### config.mk
export PLATFORM = sky130hd
export DESIGN_NAME = multiword_adder_seq
export DESIGN_NICKNAME = d
export VERILOG_FILES = /design/src/rtl/adder_pkg.sv /design/src/rtl/carry_lookahead_adder.sv /design/src/rtl/multiword_adder_seq.sv
export SDC_FILE = /design/constraint.sdc
export NUM_CORES = 1
export LEC_CHECK = 0
export BUFFER_PORTS_ARGS = -buffer_cell sky130_fd_sc_hd__buf_4
export CAP_MARGIN = 15
export CORE_ASPECT_RATIO = 0.8
export CORE_MARGIN = 5
export CORE_UTILIZATION = 45
export CTS_CLUSTER_DIAMETER = 80
export DETAILED_ROUTE_END_ITERATION = 12
export GPL_TIMING_DRIVEN = 0
export HOLD_SLACK_MARGIN = 0.12
export PLACE_DENSITY = 0.78
export REMOVE_ABC_BUFFERS = 1
export SLEW_MARGIN = 30
export SYNTH_ARGS = -nofsm -noshare
export SYNTH_HDL_FRONTEND = slang
export SYNTH_SLANG_ARGS = --single-unit
### constraint.sdc
create_clock -name clk -period 14.25 [get_ports clk]
set_input_delay 1.425 -clock clk [delete_from_list [all_inputs] [get_ports clk]]
set_output_delay 1.425 -clock clk [all_outputs]
set_load 0.01 [all_outputs]
### src/rtl/adder_pkg.sv
// Shared types and helpers for the sequential multi-word adder.
// Holds the FSM state encoding, default slice width and the index-width helper.
package adder_pkg;

    typedef enum logic [1:0] {
        IDLE = 2'd0,
        RUN  = 2'd1,
        DONE = 2'd2
    } state_t;

    localparam int DEFAULT_SLICE = 32;

    // Width of the slice index; a single-slice build still needs a 1-bit register.
    function automatic int idx_width(input int nslice);
        return (nslice > 1) ? $clog2(nslice) : 1;
    endfunction

endpackage

### src/rtl/carry_lookahead_adder.sv
// N-bit generate/propagate adder used once per cycle on one operand slice.
// Carries are formed from per-bit generate/propagate terms so synthesis can map them onto fast carry logic.
module carry_lookahead_adder #(
    parameter int N = 32
) (
    input  logic [N-1:0] a,
    input  logic [N-1:0] b,
    input  logic         cin,
    output logic [N-1:0] sum,
    output logic         cout
);

    logic [N-1:0] gen;
    logic [N-1:0] prop;
    logic [N-1:0] carry_in_bit;
    logic         carry_out_msb;

    for (genvar gi = 0; gi < N; gi++) begin : g_gp
        assign gen[gi]  = a[gi] & b[gi];
        assign prop[gi] = a[gi] ^ b[gi];
    end

    // A local running carry avoids a signal that depends on its own bits.
    always_comb begin
        logic c;
        c            = cin;
        carry_in_bit = '0;
        for (int i = 0; i < N; i++) begin
            carry_in_bit[i] = c;
            c = gen[i] | (prop[i] & c);
        end
        carry_out_msb = c;
    end

    assign sum  = prop ^ carry_in_bit;
    assign cout = carry_out_msb;

endmodule

### src/rtl/multiword_adder_seq.sv
// Sequential multi-precision adder: one SLICE-bit slice per cycle, LSB slice first, with a registered carry.
// Optional feature macro: SUBTRACT_EN adds the sub port and a - b support.
module multiword_adder_seq
    import adder_pkg::*;
#(
    parameter int WIDTH = 128,
    parameter int SLICE = DEFAULT_SLICE
) (
    input  logic             clk,
    input  logic             rst_n,
    input  logic             in_valid,
    output logic             in_ready,
    input  logic [WIDTH-1:0] a,
    input  logic [WIDTH-1:0] b,
    input  logic             cin,
`ifdef SUBTRACT_EN
    input  logic             sub,
`endif
    output logic             out_valid,
    input  logic             out_ready,
    output logic [WIDTH-1:0] sum,
    output logic             cout,
    output logic             busy
);

    localparam int NSLICE = WIDTH / SLICE;
    localparam int IDXW   = idx_width(NSLICE);
    localparam logic [IDXW-1:0] LAST_IDX = IDXW'(NSLICE - 1);

    if ((WIDTH % SLICE) != 0) begin : g_width_check
        $error("multiword_adder_seq: WIDTH must be a multiple of SLICE");
    end

    state_t            state_q, state_d;
    logic [WIDTH-1:0]  a_q, a_d;
    logic [WIDTH-1:0]  b_q, b_d;
    logic [WIDTH-1:0]  sum_q, sum_d;
    logic [IDXW-1:0]   idx_q, idx_d;
    logic              carry_q, carry_d;
    logic              cout_q, cout_d;

    logic [SLICE-1:0]  a_slice;
    logic [SLICE-1:0]  b_slice;
    logic [SLICE-1:0]  slice_sum;
    logic              slice_cout;

    assign a_slice = a_q[int'(idx_q) * SLICE +: SLICE];
    assign b_slice = b_q[int'(idx_q) * SLICE +: SLICE];

    carry_lookahead_adder #(.N(SLICE)) u_cla (
        .a    (a_slice),
        .b    (b_slice),
        .cin  (carry_q),
        .sum  (slice_sum),
        .cout (slice_cout)
    );

    always_comb begin
        state_d = state_q;
        a_d     = a_q;
        b_d     = b_q;
        sum_d   = sum_q;
        idx_d   = idx_q;
        carry_d = carry_q;
        cout_d  = cout_q;
        case (state_q)
            IDLE: begin
                if (in_valid) begin
                    a_d   = a;
                    idx_d = '0;
`ifdef SUBTRACT_EN
                    // Subtraction is a + ~b + 1, so the external carry-in is ignored.
                    if (sub) begin
                        b_d     = ~b;
                        carry_d = 1'b1;
                    end else begin
                        b_d     = b;
                        carry_d = cin;
                    end
`else
                    b_d     = b;
                    carry_d = cin;
`endif
                    state_d = RUN;
                end
            end
            RUN: begin
                sum_d[int'(idx_q) * SLICE +: SLICE] = slice_sum;
                carry_d = slice_cout;
                if (idx_q == LAST_IDX) begin
                    cout_d  = slice_cout;
                    state_d = DONE;
                end else begin
                    idx_d = idx_q + IDXW'(1);
                end
            end
            DONE: begin
                if (out_ready) begin
                    state_d = IDLE;
                end
            end
            default: state_d = IDLE;
        endcase
    end

    always_ff @(posedge clk or negedge rst_n) begin
        if (!rst_n) begin
            state_q <= IDLE;
            a_q     <= '0;
            b_q     <= '0;
            sum_q   <= '0;
            idx_q   <= '0;
            carry_q <= 1'b0;
            cout_q  <= 1'b0;
        end else begin
            state_q <= state_d;
            a_q     <= a_d;
            b_q     <= b_d;
            sum_q   <= sum_d;
            idx_q   <= idx_d;
            carry_q <= carry_d;
            cout_q  <= cout_d;
        end
    end

    assign in_ready  = (state_q == IDLE);
    assign out_valid = (state_q == DONE);
    assign busy      = (state_q != IDLE);
    assign sum       = sum_q;
    assign cout      = cout_q;

endmodule

# After elaboration in Yosys (flattened, before gate mapping)

Cells that the tools add are included.

Flip-flop bits (word level): 390
Logic and storage cells: 167

$add $sub $neg: 2
Equal/unequal tests: 7
Shift-type cells: 4
Mux-type cells: 10
Bitwise operators: 129
Reduce and logical (&&, ||, !) cells: 8

Operator list:

| operator                                                 | number |
|---|---|
| indexed part select 128 x 8 -> 32 bit                    | 2 |
| bitwise mux 128 bit                                      | 1 |
| variable shift 32 x 33 -> 128 bit (first input constant) | 1 |
| indexed part select 32 x 33 -> 128 bit                   | 1 |
| AND 1 bit                                                | 64 |
| negator 7 -> 33 bit                                      | 1 |
| bitwise OR 1 bit                                         | 32 |
| XOR 1 bit                                                | 32 |
| XOR 32 bit                                               | 1 |
| two-way mux 2 bit                                        | 5 |
| inequality test 2 bit (second input constant)            | 3 |
| one-hot mux 2 bit (3 select lines)                       | 1 |
| AND reduction 2 bit                                      | 3 |
| AND reduction 3 bit                                      | 2 |
| == test 2 bit (second input constant)                    | 2 |
| one-hot mux 2 bit (2 select lines)                       | 1 |
| nonzero test 2 bit                                       | 2 |
| adder 2 x 1 -> 2 bit (second input constant)             | 1 |
| == test 2 x 1 -> 1 bit (second input constant)           | 1 |
| logical NOT 2 bit                                        | 1 |
| inequality test 2 x 1 -> 1 bit (second input constant)   | 1 |
| one-hot mux 1 bit (2 select lines)                       | 1 |
| two-way mux 1 bit                                        | 1 |

# Depth between registers and ports, before layout

Word-level depth: 67
Mapped depth: 39
Mapped depth without buffers: 37

# Modules after synthesis

A second synthesis with hierarchy kept.

Cells, all modules: 1242
Area total of the unflattened synthesis: 18265.0 um^2

Modules (own cells, without submodules):

| module                | instances | cells an instance | area each (um^2) |
|---|---|---|---|
| multiword_adder_seq   | 1         | 1200              | 17586.9 |
| carry_lookahead_adder | 1         | 42                | 678.2 |

# Worst setup path after synthesis

No wires, ideal clock.

Path kind: reg2reg
From: register idx_q[1]
To: register sum_q[95] (netlist: sum[95])
Arrival time: 13.482 ns
Required time: 14.128 ns
Path slack: 0.647 ns
Cell stages (with the launch flop): 39
Buffers on the path: 2
Cell sequence: dfrtp_1 buf_2 buf_1 mux4_2 fa_1 inv_1 fa_1 fa_1 fa_1 fa_1 fa_1 fa_1 fa_1 fa_1 fa_1 fa_1 fa_1 fa_1 [... 3 more ...] fa_1 fa_1 fa_1 fa_1 fa_1 fa_1 fa_1 fa_1 fa_1 fa_1 fa_1 fa_1 fa_1 fa_1 fa_1 inv_1 fa_1 a32o_1

Word-level cells in the longest chain between the ends: 67

Ends and longest elaborated chain:

| item                                                            | RTL line                                             | text |
|---|---|---|
| start: declaration                                              | multiword_adder_seq.sv:38                            | `logic [IDXW-1:0] idx_q, idx_d;` |
| start signal: assignment                                        | multiword_adder_seq.sv:120                           | `idx_q <= idx_d;` |
| indexed part select 128 x 8 -> 32 bit, on equally long branches | multiword_adder_seq.sv:47, multiword_adder_seq.sv:48 |  |
| XOR 1 bit                                                       | carry_lookahead_adder.sv:20                          | `assign prop[gi] = a[gi] ^ b[gi];` |
| AND 1 bit                                                       | carry_lookahead_adder.sv:30                          | `c = gen[i] \| (prop[i] & c);` |
| bitwise OR 1 bit                                                | carry_lookahead_adder.sv:30                          |  |
| AND 1 bit                                                       | carry_lookahead_adder.sv:30                          |  |
| bitwise OR 1 bit                                                | carry_lookahead_adder.sv:30                          |  |
| AND 1 bit                                                       | carry_lookahead_adder.sv:30                          |  |
| bitwise OR 1 bit                                                | carry_lookahead_adder.sv:30                          |  |
| [... 51 more ...]                                               | n/a                                                  |  |
| bitwise OR 1 bit                                                | carry_lookahead_adder.sv:30                          |  |
| AND 1 bit                                                       | carry_lookahead_adder.sv:30                          |  |
| bitwise OR 1 bit                                                | carry_lookahead_adder.sv:30                          |  |
| AND 1 bit                                                       | carry_lookahead_adder.sv:30                          |  |
| bitwise OR 1 bit                                                | carry_lookahead_adder.sv:30                          |  |
| XOR 32 bit                                                      | carry_lookahead_adder.sv:35                          | `assign sum = prop ^ carry_in_bit;` |
| indexed part select 32 x 33 -> 128 bit                          | multiword_adder_seq.sv:88                            | `sum_d[int'(idx_q) * SLICE +: SLICE] = slice_sum;` |
| bitwise mux 128 bit (*)                                         | multiword_adder_seq.sv:88                            |  |
| end signal: assignment                                          | multiword_adder_seq.sv:119                           | `sum_q <= sum_d;` |
| end: declaration                                                | multiword_adder_seq.sv:37                            | `logic [WIDTH-1:0] sum_q, sum_d;` |

Mark *: on every way between the ends. The rest lies on a longest branch, timed or not.
A chain may end at the register's enable or synchronous reset.

# Worst setup path after layout

From: register idx_q[0]
To: register sum_q[63] (netlist: sum[63])

The elaborated chain is that of the path after synthesis.

==> results.yml <==
drt:
  via_count: 10700
  vias_per_cell: 5.38
  first_pass_iters: 5
  drt-total-wl_um: 44800
  postRouteAntennaNets: 0
  drc: 0
  drtIter0Drc: 464
  wl_per_cell_um: 22.5
yosys:
  avgSynthCellArea_um2: 15.8
  ys_seq_area_share_pct: 57.1
  yosys_warnings: 0
  synthCells: 1084
  synth_cell_types: 33
  async_flop_share_pct: 100
  synth_edf_count: 0
  ys_ff_latch: 390
  dominantRegCellSynth: "dfrtp_1"
  syn_area_um2: 17100
clocking:
  cts-buffers-inserted: 40
  cts_sinks: 390
  root_buffer: "clkbuf_16"
  htreeDepth: 2
  tritoncts: "done"
  clk_pin_slew_worst_paths_ns: 0.06
  cts_buffer_depth: 3
  clkLatencyLatePin_ns: 0.54
timing:
  drv_slew: 0
  fin_worst_skew_ns: 0.0214
  rsz0062_at_grt: "false"
  tightest_slew_ns: 0.636
  finalCritPeriodShare_pct: 98.0
  fmax_mhz: 71.6
  max_slew_margin_pct: 57.6
  period_needed_ns: 13.96
  finalHoldViolCount: 0
  setup_viol_count_final: 0
finish:
  nets: 1774
  area_growth_pct: 29.6
  post-route-util_pct: 59.4
  drive_gt1_share_pct: 43.9
global_route:
  globalRouteTotalUtil_pct: 21.4
  grt_pass1_vias: 11900
  grt_pass1_wl_um: 70800
  grt_max_degree: 89
  grt_antenna_before_repair: 0
  grt-ovfl-total: 0
die:
  ios: 393
  die_h_um: 184
  dieArea_um2: 42000
  rows: 63
  start_util_pct: 45.8
  coreArea_um2: 37300
  die_w_um: 228
setup_path:
  cp_max_fo: 26
  worst_path_most_repeated_cell: "fa_2"
  cp_data_arrival_time_ns: 14.37
  critPathCaptureType: "flop"
  cp-start-kind: "flop"
  cp.required_ns: 14.66
  crit_path_top_delay_cell: "dfrtp_4"
  path_class: "flop to flop"
  cpPeakStageDelay_ns: 0.50
power:
  power_mw: 5.88
  irDropWorstVdd_uv: 145
  power.density_nw_per_um2: 266
  leakage_nw: 10.1
placement:
  place_hpwl_um: 33000
  place.gp.congestion: 0.783
  io_buffers: 392
status:
  status: "finished, final reports clean"
hold_path:
  min_path_type: "flop to flop"
job:
  drv_cap: 0
[report_power, final]
| group | leakage (nW) | switching, mW | internal (mW) | total, mW |
|---|---|---|---|---|
| Clock | 0.662 | 0.426 | 0.645 | 1.07 |
| Combinational | 4.60 | 1.45 | 1.44 | 2.90 |
| Sequential | 4.84 | 0.286 | 1.62 | 1.91 |
[worst max-delay path, delay by kind of cell, from the launching register on]
kind	cells	cell delay, ns
buffers and inverters	3	0.34
adders and majority gates	32	12.30
muxes	1	0.39
AOI/OAI and AO/OA	1	0.24
DFF	1	0.50
[metal layers]
metal  up-vias  global-route usage [%]  share of wire [%]
met5         -                       0                  0
met1      5563                    27.3                 40
li1       4698                       -                  -
met4         0                    6.22                2.8
met2       360                    34.6                 48
met3        76                    8.05                9.2
[registers in the layout, indices dropped and copies added (netlist names)]
name     flops
a_q        128
state_q      2
idx_q        2
sum        128
cout         1
b_q        128
carry_q      1
[cells by family after synthesis]
group | after synthesis | synth area share [%]
adders and majority gates | 38 | 4.19
DFF | 390 | 57.1
muxes | 321 | 25.4
buffers and inverters | 141 | 4.48
AOI/OAI and AO/OA | 137 | 7.27
and+or+nand+nor | 57 | 1.55
[layout by cell type (no fill, tap or decap), drive strengths merged, types with 2 or more instances in the layout]
cell / synthesis / layout
bufinv: 0 / 3
ha: 6 / 6
and2: 2 / 2
a21oi: 3 / 3
nand2: 42 / 42
mux2: 257 / 257
nor2b: 2 / 2
o2bb2ai: 94 / 94
a32o: 2 / 2
o21ai: 36 / 36
fa: 32 / 32
inv: 70 / 73
dfrtp: 390 / 390
nor2: 2 / 2
clkbuf: 16 / 62
buf: 55 / 420
mux4: 64 / 64
[Yosys cell counts (2+ instances only)]
cell         n  area [µm²]
dfrtp_1    390        9760
mux2_1     200        2250
inv_1       70         263
mux4_2      64        1440
o2bb2ai_1   64         561
mux2_2      57         642
nand2_1     42         158
o21ai_0     36         180
fa_1        32         641
o2bb2ai_2   30         450
buf_2       17        85.1
clkbuf_1    16        60.1
buf_6       15         169
buf_4       14         105
buf_1        6        22.5
ha_1         6        75.1
a21oi_1      3        15.0
buf_12       3        60.1
a32o_1       2        20.0
and2_1       2        12.5
nor2_1       2        7.51
nor2b_1      2        12.5
[through the flow]
stage	area, µm²	std cells	TNS, ns	hold WS, ns	setup WS, ns
after floorplan	16600	1013	-14.96	0.453	-1.42
after global placement	20100	1892	-111.22	0.462	-4.49
after detailed placement	20700	1916	-7.06	0.469	-0.978
after CTS	22100	1989	0	0.482	0.0294
after global routing	22100	1989	0	0.497	0.0152
final	22100	1990	0	0.479	0.292
[area by class of cell]
cell class | instances | area [µm²]
Clock inverter | 7 | 121
Inverter | 70 | 263
Timing Repair Buffer | 420 | 3520
Tap cell | 487 | 609
Sequential cell | 390 | 9770
Clock buffer | 62 | 1220
Fill cell | 2810 | 15200
Antenna cell | 1 | 2.50
Multi-Input combinational cell | 553 | 6620
[worst paths after layout]
| path | slack (ns) | endpoint | depth (start not counted) | from |
|---|---|---|---|---|
| max | 0.29 | sum[63] | 37 | idx_q[0] |
| min | 0.48 | a_q[74] | 1 | a_q[74] |
| max reg2reg | 0.29 | sum[63] | 37 | idx_q[0] |
| min reg2reg | 0.48 | a_q[74] | 1 | a_q[74] |
| max in group asynchronous | 11.75 | a_q[14] | 4 | rst_n |
| min in group asynchronous | 0.90 | a_q[71] | 1 | rst_n |
[timing repair]
item                                    in CTS  in global routing
resized for setup                           13                  4
endpoints found under the setup margin      14                  4
hold buffers                                 0                  0
setup buffers                                4                  0
Note: power is estimated with default switching activity, not from simulation.
